`src/rtl/conv3d_mac_ctrl.sv`:
```
// conv3d_mac_ctrl: sequences a 3-lane MAC over a valid 3x3xCH convolution.
// For each output pixel it clears the MAC and streams 3*CH kernel-row reads,
// then presents the result through a valid/ready handshake. All outputs are registered.
module conv3d_mac_ctrl #(
  parameter int unsigned IMG_W  = 8,
  parameter int unsigned IMG_H  = 8,
  parameter int unsigned CH     = 4,
  parameter int unsigned ADDR_W = 16
) (
  input  logic              clk,
  input  logic              rst,
  input  logic              start,
  output logic [ADDR_W-1:0] act_addr,
  output logic [ADDR_W-1:0] wgt_addr,
  output logic              mac_rst,
  output logic              mac_load,
  output logic              out_valid,
  input  logic              out_ready,
  output logic [15:0]       out_x,
  output logic [15:0]       out_y,
  output logic              busy,
  output logic              done
);

  localparam int unsigned OutW   = IMG_W - 2;
  localparam int unsigned OutH   = IMG_H - 2;
  localparam int unsigned NSteps = 3 * CH;

  localparam logic [15:0] LastX    = 16'(OutW - 1);
  localparam logic [15:0] LastY    = 16'(OutH - 1);
  localparam logic [15:0] LastC    = 16'(CH - 1);
  localparam logic [15:0] LastStep = 16'(NSteps - 1);

  typedef enum logic [2:0] {StIdle, StClear, StAccum, StOut, StDone} state_e;

  state_e state_q, state_d;

  logic [15:0] ox_q, ox_d;
  logic [15:0] oy_q, oy_d;
  logic [15:0] cnt_q, cnt_d;  // ACCUM cycle index
  logic [15:0] c_q, c_d;      // channel of the step currently on the address bus
  logic [1:0]  kr_q, kr_d;    // kernel row of the step currently on the address bus
  logic        issue;
  logic        last_issued;

  logic [ADDR_W-1:0] act_calc, wgt_calc;
  logic [ADDR_W-1:0] act_addr_d, wgt_addr_d;
  logic              mac_rst_d, mac_load_d, out_valid_d, busy_d, done_d;
  logic [15:0]       out_x_d, out_y_d;

  // State and counter registers.
  always_ff @(posedge clk) begin
    if (rst) begin
      state_q <= StIdle;
      ox_q    <= '0;
      oy_q    <= '0;
      cnt_q   <= '0;
      c_q     <= '0;
      kr_q    <= '0;
    end else begin
      state_q <= state_d;
      ox_q    <= ox_d;
      oy_q    <= oy_d;
      cnt_q   <= cnt_d;
      c_q     <= c_d;
      kr_q    <= kr_d;
    end
  end

  // Next-state, step sequencing and next values of the registered outputs.
  always_comb begin
    state_d = state_q;
    ox_d    = ox_q;
    oy_d    = oy_q;
    cnt_d   = cnt_q;
    c_d     = c_q;
    kr_d    = kr_q;
    issue   = 1'b0;

    last_issued = (kr_q == 2'd2) && (c_q == LastC);

    unique case (state_q)
      StIdle: begin
        if (start) begin
          state_d = StClear;
          ox_d    = '0;
          oy_d    = '0;
          c_d     = '0;
          kr_d    = '0;
          issue   = 1'b1;
        end
      end
      StClear: begin
        state_d = StAccum;
        cnt_d   = '0;
      end
      StAccum: begin
        cnt_d = cnt_q + 16'd1;
        if (cnt_q == LastStep) begin
          state_d = StOut;
        end
      end
      StOut: begin
        if (out_ready) begin
          if ((ox_q == LastX) && (oy_q == LastY)) begin
            state_d = StDone;
          end else begin
            state_d = StClear;
            if (ox_q == LastX) begin
              ox_d = '0;
              oy_d = oy_q + 16'd1;
            end else begin
              ox_d = ox_q + 16'd1;
            end
            c_d   = '0;
            kr_d  = '0;
            issue = 1'b1;
          end
        end
      end
      StDone: begin
        state_d = StIdle;
      end
      default: begin
        state_d = StIdle;
      end
    endcase

    // The bus shows step i+1 during ACCUM cycle i, so advance from CLEAR onward
    // until the final step is on the bus, then hold it.
    if (((state_q == StClear) || (state_q == StAccum)) && !last_issued) begin
      issue = 1'b1;
      if (kr_q == 2'd2) begin
        kr_d = '0;
        c_d  = c_q + 16'd1;
      end else begin
        kr_d = kr_q + 2'd1;
      end
    end

    act_calc = ADDR_W'((32'(c_d) * IMG_H + 32'(oy_d) + 32'(kr_d)) * IMG_W + 32'(ox_d));
    wgt_calc = ADDR_W'(32'(c_d) * 32'd3 + 32'(kr_d));

    act_addr_d  = issue ? act_calc : act_addr;
    wgt_addr_d  = issue ? wgt_calc : wgt_addr;
    if (state_d == StIdle) begin
      act_addr_d = '0;
      wgt_addr_d = '0;
    end
    mac_rst_d   = (state_d == StClear);
    mac_load_d  = (state_d == StAccum);
    out_valid_d = (state_d == StOut);
    out_x_d     = (state_d == StOut) ? ox_d : 16'd0;
    out_y_d     = (state_d == StOut) ? oy_d : 16'd0;
    busy_d      = (state_d != StIdle);
    done_d      = (state_d == StDone);
  end

  // Output registers; nothing reaches an output combinationally.
  always_ff @(posedge clk) begin
    if (rst) begin
      act_addr  <= '0;
      wgt_addr  <= '0;
      mac_rst   <= 1'b0;
      mac_load  <= 1'b0;
      out_valid <= 1'b0;
      out_x     <= '0;
      out_y     <= '0;
      busy      <= 1'b0;
      done      <= 1'b0;
    end else begin
      act_addr  <= act_addr_d;
      wgt_addr  <= wgt_addr_d;
      mac_rst   <= mac_rst_d;
      mac_load  <= mac_load_d;
      out_valid <= out_valid_d;
      out_x     <= out_x_d;
      out_y     <= out_y_d;
      busy      <= busy_d;
      done      <= done_d;
    end
  end

endmodule

```
`config.mk`:
```
export PLATFORM = sky130hd
export DESIGN_NAME = conv3d_mac_ctrl
export DESIGN_NICKNAME = d
export VERILOG_FILES = /design/src/rtl/conv3d_mac_ctrl.sv
export SDC_FILE = /design/constraint.sdc
export NUM_CORES = 1
export LEC_CHECK = 0
export BUFFER_PORTS_ARGS = -buffer_cell sky130_fd_sc_hd__buf_2
export CAP_MARGIN = 30
export CORE_UTILIZATION = 50
export CTS_BUF_LIST = sky130_fd_sc_hd__clkbuf_16
export DETAILED_ROUTE_END_ITERATION = 10
export HOLD_SLACK_MARGIN = 0.05
export PLACE_DENSITY = 0.67
export RECOVER_POWER = 50
export SLEW_MARGIN = 20
export SYNTH_ARGS = -nofsm -noshare
export SYNTH_HDL_FRONTEND = slang
export SYNTH_SLANG_ARGS = --single-unit
```
`constraint.sdc`:
```
create_clock -name clk -period 10.9 [get_ports clk]
set_input_delay 2.18 -clock clk [delete_from_list [all_inputs] [get_ports clk]]
set_output_delay 2.18 -clock clk [all_outputs]
set_load 0.01 [all_outputs]
```
==> flow_summary.ini, run 1 <==
[min_path]
min_delay_path_depth = 2
hp-class = register to register

[run_status]
status = finished with violations
failed_checks = max-capacitance violations, max-slew violations

[timing]
tns_ns = 0
setup_viol = 0
period_share_pct = 65.8
final.min_clock_period_ns = 7.18
max_slew_margin_pct = -114
finalHoldViolCount = 0
rsz0062_at_grt = false
slew_violations = 72
fmax_mhz = 139
tightest_slew_ns = 3.21
fin_worst_skew_ns = 0.00768

[grt]
overflow = 0
grtUsageTotal_pct = 25.6
grt_pass1_vias = 6331
antenna_found_initial = 0
grt_pass1_wl_microns = 32000
grt_max_degree = 72

[synthesis]
synth_cell_type_count = 68
avgSynthCellArea_sq_um = 7.93
synth_simple_gate_area_share_pct = 28.0
synth_edf_count = 0
synth_ff_type = dfxtp_1
synth_top_family_by_area = simple AND/OR/NAND/NOR gates
syn-instance-count = 967
yosysWarnings = 0
ys_seq_area_share_pct = 36.0
synth-async-reset-ratio_pct = 0
synth_compound_area_share_pct = 15.1
muxShareOfSynthArea_pct = 1.13
postSynthRegisterBits = 138
syn_nets = 1032
synth_xor_area_share_pct = 5.20
synth_fa_ha_area_share_pct = 10.3
netlist_area_sq_mm = 0.00767

[floorplanning]
io_pins = 73
die_x_microns = 126
rows = 44
die_h_microns = 126
dieArea_sq_mm = 0.0158
initial_core_util_pct = 52.0
placeableCoreArea_sq_mm = 0.0148

[critical_path]
arrival_ns = 7.48
crit_fanout = 30
path_buf_inv = 3
startpoint_type = input port
cpLargestDelayFamily = compound AO/OA/AOI/OAI gates
critical_path_cell_count = 26
critPathRequiredTime_ns = 11.20
slowest_stage = a21oi_1
cpMostUsedCell = a21oi_1
slowest_delay_ns = 0.42
cp-end-kind = register
rr_worst_depth = 25
critPathKind = input port to register
reg2reg_slack_ns = 4.38

[drt]
drtIter0Drc = 584
routed_wl_microns = 19100
drc_errors = 0
routed_via_density = 5.64
dr.pass1.iters = 5
dr_total_vias = 6915
wl_per_cell_microns = 15.6
ant_nets = 0

[clock_network]
cts_buffers = 17
cts_hold_buf = 0
clockRootBuffer = clkbuf_16
cts.sinks = 138
clk_latency_ns = 0.43
tritoncts = done
cts_buffer_depth = 2
htreeDepth = 4
ctsResizeCount = 0
post_cts_buffers = 0
clk_transition_reported_paths_ns = 0.06

[pwr]
vdd_drop_max_mv = 0.129
p_total_mw = 1.23
p_per_area_mw_per_mm2 = 143
power_leakage_nw = 3.66

[placed_design]
place_area_sq_mm = 0.00816
place_hpwl_microns = 13700
place_congestion = 0.982
port_buffers = 72

[run]
maxCapViolations = 1

[cells_and_area]
final_cell_mix = dfxtp_1 (138), nor2_1 (132), nand2_1 (117)
final_common_cell = dfxtp_1
n_antenna_cell = 0
fillerInstances = 1475
layout-area-overhead-vs-synth_pct = 12.7
num-nets-final = 1093
design_area_sq_mm = 0.00864
drive_above_1_share_pct = 5.67
## state kept, by name (all words and copies together) (netlist names), 2 cells and up
register,flops
act_addr,16
c_q,16
cnt_q,16
out_x,16
out_y,16
ox_q,16
oy_q,16
wgt_addr,16
state_q,3
kr_q,2
## logic make-up after synthesis
logic type / Yosys count
AOI/OAI and AO/OA: 187
xor gates and xnor gates: 44
adders and majority gates: 61
buffers and inverters: 82
DFF: 138
muxes: 8
and+or+nand+nor: 447
## metrics by stage
step	setup WS (ns)	hold slack [ns]	utilization (%)	cells
6_report	3.72	0.451	58.6	1225
5_1_grt	3.36	0.471	58.6	1225
4_1_cts	3.76	0.451	59.1	1224
3_5_place_dp	3.33	0.441	55.3	1192
3_3_place_gp	3.47	0.441	55.3	1192
2_1_floorplan	3.85	0.465	-	967
## worst paths after layout
kind | start | to
setup reg to reg | state_q[0] | act_addr[15]
setup / recovery | start | act_addr[15]
hold / removal | wgt_addr[11] | wgt_addr[11]
hold reg to reg | wgt_addr[11] | wgt_addr[11]
## cell usage after synthesis, drive strengths merged (17+ instances only)
cell,instances,share of area (%)
nand3,47,3.2
nor2,133,6.5
dfxtp,138,36
clkbuf,30,1.5
xnor2,28,3.2
nor2b,19,1.5
nor3,40,2.7
inv,45,2.2
o21ai,31,2.0
and3,17,1.4
a21oi,78,5.1
ha,57,9.3
nand2,117,5.7
## final cells by class
type,count,area (sq um),area share (%)
tap,184,230,2.66
multi-input combinational,747,4600,53.2
clock inverter,15,136,1.58
sequential,138,2760,32.0
clock buffer,17,425,4.92
timing repair buffer,79,323,3.73
inverter,45,169,1.95
## power by group
group          internal (mW)  switching [mW]  total, mW  leakage, nW
registers              0.517         0.00929      0.526         1.11
clock network          0.331           0.218      0.550        0.278
logic                 0.0421           0.114      0.156         2.27
total                  0.890           0.342       1.23         3.66
## metal layers
metal / routed length [microns] / global-route usage, % / up-vias
met5: 0 / 0 / -
met4: 515 / 10.2 / 0
met3: 943 / 5.99 / 42
met2: 7980 / 37.2 / 191
met1: 9700 / 36.4 / 3180
li1: - / - / 3502
## worst reg2reg max path, delay by kind of cell (launching register included)
| family | cells | cell delay [ns] |
|---|---|---|
| DFF | 1 | 0.53 |
| xor gates and xnor gates | 2 | 0.48 |
| buffers and inverters | 2 | 0.32 |
| AOI/OAI and AO/OA | 11 | 2.21 |
| adders and majority gates | 2 | 0.66 |
| and+or+nand+nor | 8 | 2.18 |
(Power assumes the default switching activity.)
==> inputs of run 2 (changes only) <==
--- a/config.mk
+++ b/config.mk
@@ -5,6 +5,7 @@
 export SDC_FILE = /design/constraint.sdc
 export NUM_CORES = 1
 export LEC_CHECK = 0
+export ABC_AREA = 1
 export BUFFER_PORTS_ARGS = -buffer_cell sky130_fd_sc_hd__buf_2
 export CAP_MARGIN = 30
 export CORE_UTILIZATION = 50
==> constraint.sdc (replaced) <==
create_clock -name clk -period 7.1 [get_ports clk]
set_input_delay 1.42 -clock clk [delete_from_list [all_inputs] [get_ports clk]]
set_output_delay 1.42 -clock clk [all_outputs]
set_load 0.01 [all_outputs]
==> run 2 against run 1 <==
The run still ends with max-capacitance violations, max-slew violations left. Flip-flop and latch count unchanged. Synthesized cell count up 27%. Total power is 54% higher. Final cell count up 25%. Clock skew rose by 0.00084 ns. Critical endpoint unchanged. Largest power group unchanged.
==> flow_summary.ini, run 2 <==
[critical_path]
path_buf_inv = 6
cpLargestDelayFamily = simple AND/OR/NAND/NOR gates
critPathKind = input port to register
arrival_ns = 5.58
crit_fanout = 17
startpoint_type = input port
slowest_delay_ns = 0.51
cp-end-kind = register
critPathRequiredTime_ns = 7.43
cpMostUsedCell = nand3_1
slowest_stage = o21ai_0

[placed_design]
place_congestion = 0.923
port_buffers = 72
place_hpwl_microns = 16000
dp.cells = 1498

[timing]
fmax_mhz = 190
setup_viol = 0
finalHoldViolCount = 0
rsz0062_at_grt = false
final.min_clock_period_ns = 5.25
tightest_slew_ns = 3.24
slew_violations = 69
max_slew_margin_pct = -116
period_share_pct = 73.9
fin_worst_skew_ns = 0.00852
tns_ns = 0

[synthesis]
netlist_area_sq_mm = 0.00848
avgSynthCellArea_sq_um = 6.90
syn_nets = 1295
netlist_top_cells_count = nand2_1 (214), inv_1 (191), nor2_1 (184)
yosysTopAreaCell = dfxtp_1
yosysWarnings = 0
muxShareOfSynthArea_pct = 0
synth_xor_area_share_pct = 3.51
synth_fa_ha_area_share_pct = 9.35
syn-instance-count = 1230
synth_ff_type = dfxtp_1
synth_compound_area_share_pct = 14.4
synth_cell_type_count = 55
synth_edf_count = 0
synth_simple_gate_area_share_pct = 29.3
synth_top_cell_area_share_pct = 32.6
yosys-top-cells-area = dfxtp_1 (33%), nand2_1 (9.5%), inv_1 (8.5%)
synth_top_family_by_area = simple AND/OR/NAND/NOR gates
postSynthRegisterBits = 138
ys_seq_area_share_pct = 32.6
yosysMostFrequentCell = nand2_1
synth-async-reset-ratio_pct = 0

[cells_and_area]
final_cell_mix = nand2_1 (214), inv_1 (192), nor2_1 (186)
final_common_cell = nand2_1
fin_cells = 1530
drive_above_1_share_pct = 6.87
n_antenna_cell = 0
num-nets-final = 1362
fillerInstances = 1649
layout-area-overhead-vs-synth_pct = 12.2

[clock_network]
cts.sinks = 138
post_cts_buffers = 0
clk_transition_reported_paths_ns = 0.06
tritoncts = done
cts_buffer_depth = 2
ctsResizeCount = 0
clockRootBuffer = clkbuf_16
cts_buffers = 17
cts_hold_buf = 0
clk_latency_ns = 0.43
htreeDepth = 4

[grt]
antenna_found_initial = 0
grt_max_degree = 69
grt_pass1_vias = 7206
overflow = 0
grt_pass1_wl_microns = 35300
grtUsageTotal_pct = 25.2

[pwr]
comb_power_share_pct = 8.3
pwr-share-clk_pct = 49.5
intPower_mw = 1.42
power_leakage_nw = 4.37
p_seq_share_pct = 42.2
switching_share_pct = 25.2
vdd_drop_max_mv = 0.170
p_per_area_mw_per_mm2 = 200
p_sw_uw = 479

[drt]
drc_errors = 0
dr_total_vias = 7966
wl_per_cell_microns = 13.8
dr.pass1.iters = 5
routed_via_density = 5.21
drtIter0Drc = 577
routed_wl_microns = 21100
ant_nets = 0

[floorplanning]
die_x_microns = 132
placeableCoreArea_sq_mm = 0.0166
dieArea_sq_mm = 0.0175
io_pins = 73
die_h_microns = 132
rows = 47
initial_core_util_pct = 51.2

[run_status]
failed_checks = max-capacitance violations, max-slew violations
status = finished with violations

[min_path]
hp-class = register to register

[run]
maxCapViolations = 1
run 2: through the flow:
stage                     worst slack [ns]  area, sq um  utilization [%]  total power [mW]  hold WS, ns
after floorplan                       2.36         8480                -             0.936        0.437
after detailed placement              1.51         8980             54.2             0.980        0.462
final                                 1.85         9510             57.4              1.90        0.473
after CTS                             1.93         9610             57.9              1.92        0.471
after global routing                  1.42         9510             57.4              1.97        0.495
after global placement                1.61         8980             54.2             0.979        0.459
run 2: cell families after synthesis:
family | after synthesis
buffers and inverters | 232
AO/OA/AOI/OAI | 206
XOR/XNOR | 34
adder cells (fa/ha/maj) | 61
flip-flops | 138
AND/OR/NAND/NOR | 559
run 2: final cells by class:
cell class / count / area [sq um] / share of cell area [%]
multi-input cells: 860 / 4790 / 50.3
flip-flops and latches: 138 / 2760 / 29.0
inverters: 205 / 769 / 8.09
clock buffers: 17 / 425 / 4.47
repair buffers: 75 / 293 / 3.08
well taps: 220 / 275 / 2.89
clock inverters: 15 / 199 / 2.09
run 2: worst register-to-register path, delay by kind of cell, from the launching register on:
kind                     cells  cell delay [ns]
buffers and inverters        3             0.31
XOR/XNOR                     2             0.27
AND/OR/NAND/NOR             10             1.09
flip-flops                   1             0.47
adder cells (fa/ha/maj)      4             1.29
AO/OA/AOI/OAI                8             1.53
run 2: path summary, 6_finish.rpt:
check / endpoint / slack, ns / cells past startpoint / startpoint
worst max register to register: act_addr[14] / 2.04 / 27 / ox_q[0]
worst max-delay path: act_addr[15] / 1.85 / 27 / start
worst min register to register: cnt_q[15] / 0.47 / 1 / cnt_q[15]
worst min-delay path: cnt_q[15] / 0.47 / 1 / cnt_q[15]
run 2: metal layers:
layer / up-vias / share of wire, % / GRT usage [%]
li1: 4129 / - / -
met4: 0 / 2.0 / 8.88
met5: - / 0 / 0
met1: 3595 / 48 / 35.0
met2: 220 / 44 / 39.3
met3: 22 / 5.8 / 4.50
run 2: power groups by stage:
stage / logic [mW] / registers [mW] / clock network (mW)
4_1_cts: 0.163 / 0.801 / 0.955
3_5_place_dp: 0.162 / 0.818 / 0
6_report: 0.158 / 0.802 / 0.940
3_3_place_gp: 0.161 / 0.818 / 0
5_1_grt: 0.179 / 0.803 / 0.991
2_1_floorplan: 0.113 / 0.823 / 0
==> inputs of run 3 (changes only) <==
--- a/config.mk
+++ b/config.mk
@@ -5,7 +5,7 @@
 export SDC_FILE = /design/constraint.sdc
 export NUM_CORES = 1
 export LEC_CHECK = 0
-export ABC_AREA = 1
+export ABC_AREA = 0
 export BUFFER_PORTS_ARGS = -buffer_cell sky130_fd_sc_hd__buf_2
 export CAP_MARGIN = 30
 export CORE_UTILIZATION = 50
==> constraint.sdc (replaced) <==
create_clock -name clk -period 5.02 [get_ports clk]
set_input_delay 1.004 -clock clk [delete_from_list [all_inputs] [get_ports clk]]
set_output_delay 1.004 -clock clk [all_outputs]
set_load 0.01 [all_outputs]
==> run 3 against run 2 <==
The flow still finishes with violations (max-capacitance violations, max-slew violations). Sequential share of layout area increased by 0.88 points. Critical path depth decreased by 6. Non-clock buffer count increased by 70.
==> flow_summary.ini, run 3 (synthesis gave the netlist of run 1 again) <==
[run_status]
status = finished with violations
failed_checks = max-capacitance violations, max-slew violations

[grt]
overflow = 0
grt_pass1_wl_microns = 32500
antenna_found_initial = 0
grt_max_degree = 38
grt_pass1_vias = 6577
grtUsageTotal_pct = 25.8

[timing]
tightest_slew_ns = 1.71
fmax_mhz = 211
rsz0062_at_grt = false
period_share_pct = 94.5
finalHoldViolCount = 0
slew_violations = 74
final.min_clock_period_ns = 4.75
setup_viol = 0
max_slew_margin_pct = -13.9
hold_ws_ns = 0.451
fin_worst_skew_ns = 0.0114
tns_ns = 0

[floorplanning]
io_pins = 73
die_x_microns = 126
initial_core_util_pct = 52.0
dieArea_sq_mm = 0.0158
placeableCoreArea_sq_mm = 0.0148
rows = 44
die_h_microns = 126

[drt]
dr_total_vias = 7153
ant_nets = 0
dr.pass1.iters = 5
wl_per_cell_microns = 15.4
routed_via_density = 5.54
drc_errors = 0
routed_wl_microns = 19900
drtIter0Drc = 504

[critical_path]
cp-end-kind = register
crit_fanout = 6
startpoint_type = register
reg2reg_slack_ns = 0.27
cp_cell_sequence = nor4_1 -> and4_4 -> buf_4 -> and4_1 -> o21ai_0 -> a22oi_1 -> inv_1 -> ha_1 -> nand3_1 -> nor2_1 -> a211oi_2 -> or2b_1 -> a21oi_1 -> xnor2_1 -> ha_1 -> and2_1 -> a22o_1 -> a311oi_2 -> xnor2_1 -> nand2_1 -> a21oi_1
slowest_stage = nor4_1
critPathRequiredTime_ns = 5.38
slowest_delay_ns = 0.41
arrival_ns = 5.11
reg2reg_to = act_addr[12]
critPathKind = register to register
rr_worst_depth = 21
reg2reg_from = ox_q[4]

[placed_design]
place_congestion = 0.919
place_hpwl_microns = 14700
dp.cells = 1259
port_buffers = 72

[cells_and_area]
fin_cells = 1291
drive_above_1_share_pct = 12.9
n_antenna_cell = 0
num-nets-final = 1159
layout-area-overhead-vs-synth_pct = 20.5
final_cell_mix = dfxtp_1 (136), nor2_1 (129), nand2_1 (117)
final_common_cell = dfxtp_1

[clock_network]
clockRootBuffer = clkbuf_16
cts_hold_buf = 0
cts_buffers = 17
htreeDepth = 4
clk_transition_reported_paths_ns = 0.06
clk_latency_ns = 0.43
tritoncts = done
cts.sinks = 138
cts_buffer_depth = 2

[pwr]
power_leakage_nw = 4.00
p_total_mw = 2.74
p_per_area_mw_per_mm2 = 296
vdd_drop_max_mv = 0.226

[min_path]
hold_start = act_addr[10]
min_delay_path_depth = 2
worstHoldEndpoint = act_addr[10]
hp-class = register to register

[run]
maxCapViolations = 2
==> run 3: changes by cell type in the layout (fill, tap and decap cells not counted), moves of 8 or more <==
cell and change:
nor3_1 +12, nand2_1 -97, buf_4 +69, and3_1 +16
inv_1 -146, inv_2 -13, or3_1 +8, nor2_1 -57
xnor2_1 +16, nand3_1 -32, o21ai_0 -51, a21oi_1 +16
nor2b_1 +19
==> run 3: repair_timing <==
| action | CTS | global route |
|---|---|---|
| resized for setup | 0 | 22 |
| setup buffers | 0 | 0 |
| setup endpoints to repair | 0 | 6 |
| hold endpoints to repair | 0 | 0 |
==> run 3: report_power, final <==
group / switching (mW) / internal (mW)
registers: 0.0204 / 1.12
clock network: 0.485 / 0.720
logic: 0.266 / 0.124
total: 0.771 / 1.97
==> run 3: through the flow <==
step	area, sq um	worst slack, ns	util, %
floorplan	7710	-0.0998	-
global placement	8690	-0.104	58.9
CTS	9250	0.0609	62.7
global route	9240	0.00138	62.7
detailed placement	8690	-0.154	58.9
finish	9240	0.274	62.7
==> run 3: layout make-up <==
cell class / instances / area [sq um]
inverters: 45 / 169
clock inverters: 15 / 134
well taps: 184 / 230
flip-flops and latches: 138 / 2770
multi-input cells: 747 / 4710
repair buffers: 145 / 813
fillers: 1392 / 5510
clock buffers: 17 / 425
==> run 3: how the worst max path moves through the flow <==
| stage | end | cells after the start | startpoint | slack, ns |
|---|---|---|---|---|
| 6_report | act_addr[12] | 21 | ox_q[4] | 0.27 |
| 5_1_grt | act_addr[12] | 22 | ox_q[0] | 0.001 |
| 4_1_cts | act_addr[12] | 24 | oy_q[0] | 0.06 |
| 3_5_place_dp | act_addr[12] | 24 | start | -0.15 |
| 3_3_place_gp | act_addr[12] | 24 | start | -0.10 |
| 2_1_floorplan | act_addr[15] | 26 | start | -0.1 |
==> run 3: critical path, delay by kind of cell (launching register included) <==
kind	cells	cell delay [ns]
and+or+nand+nor	8	1.70
DFF	1	0.36
AOI/OAI and AO/OA	7	1.42
xor gates and xnor gates	2	0.24
adders and majority gates	2	0.70
buffers and inverters	2	0.26
==> run 3: per-layer routing <==
metal	track usage, %	part of all wire (%)	routed length, microns
met1	35.5	50	9890
met2	40.8	44	8820
met3	4.38	4.5	893
met4	8.93	1.6	325
met5	0	0	0
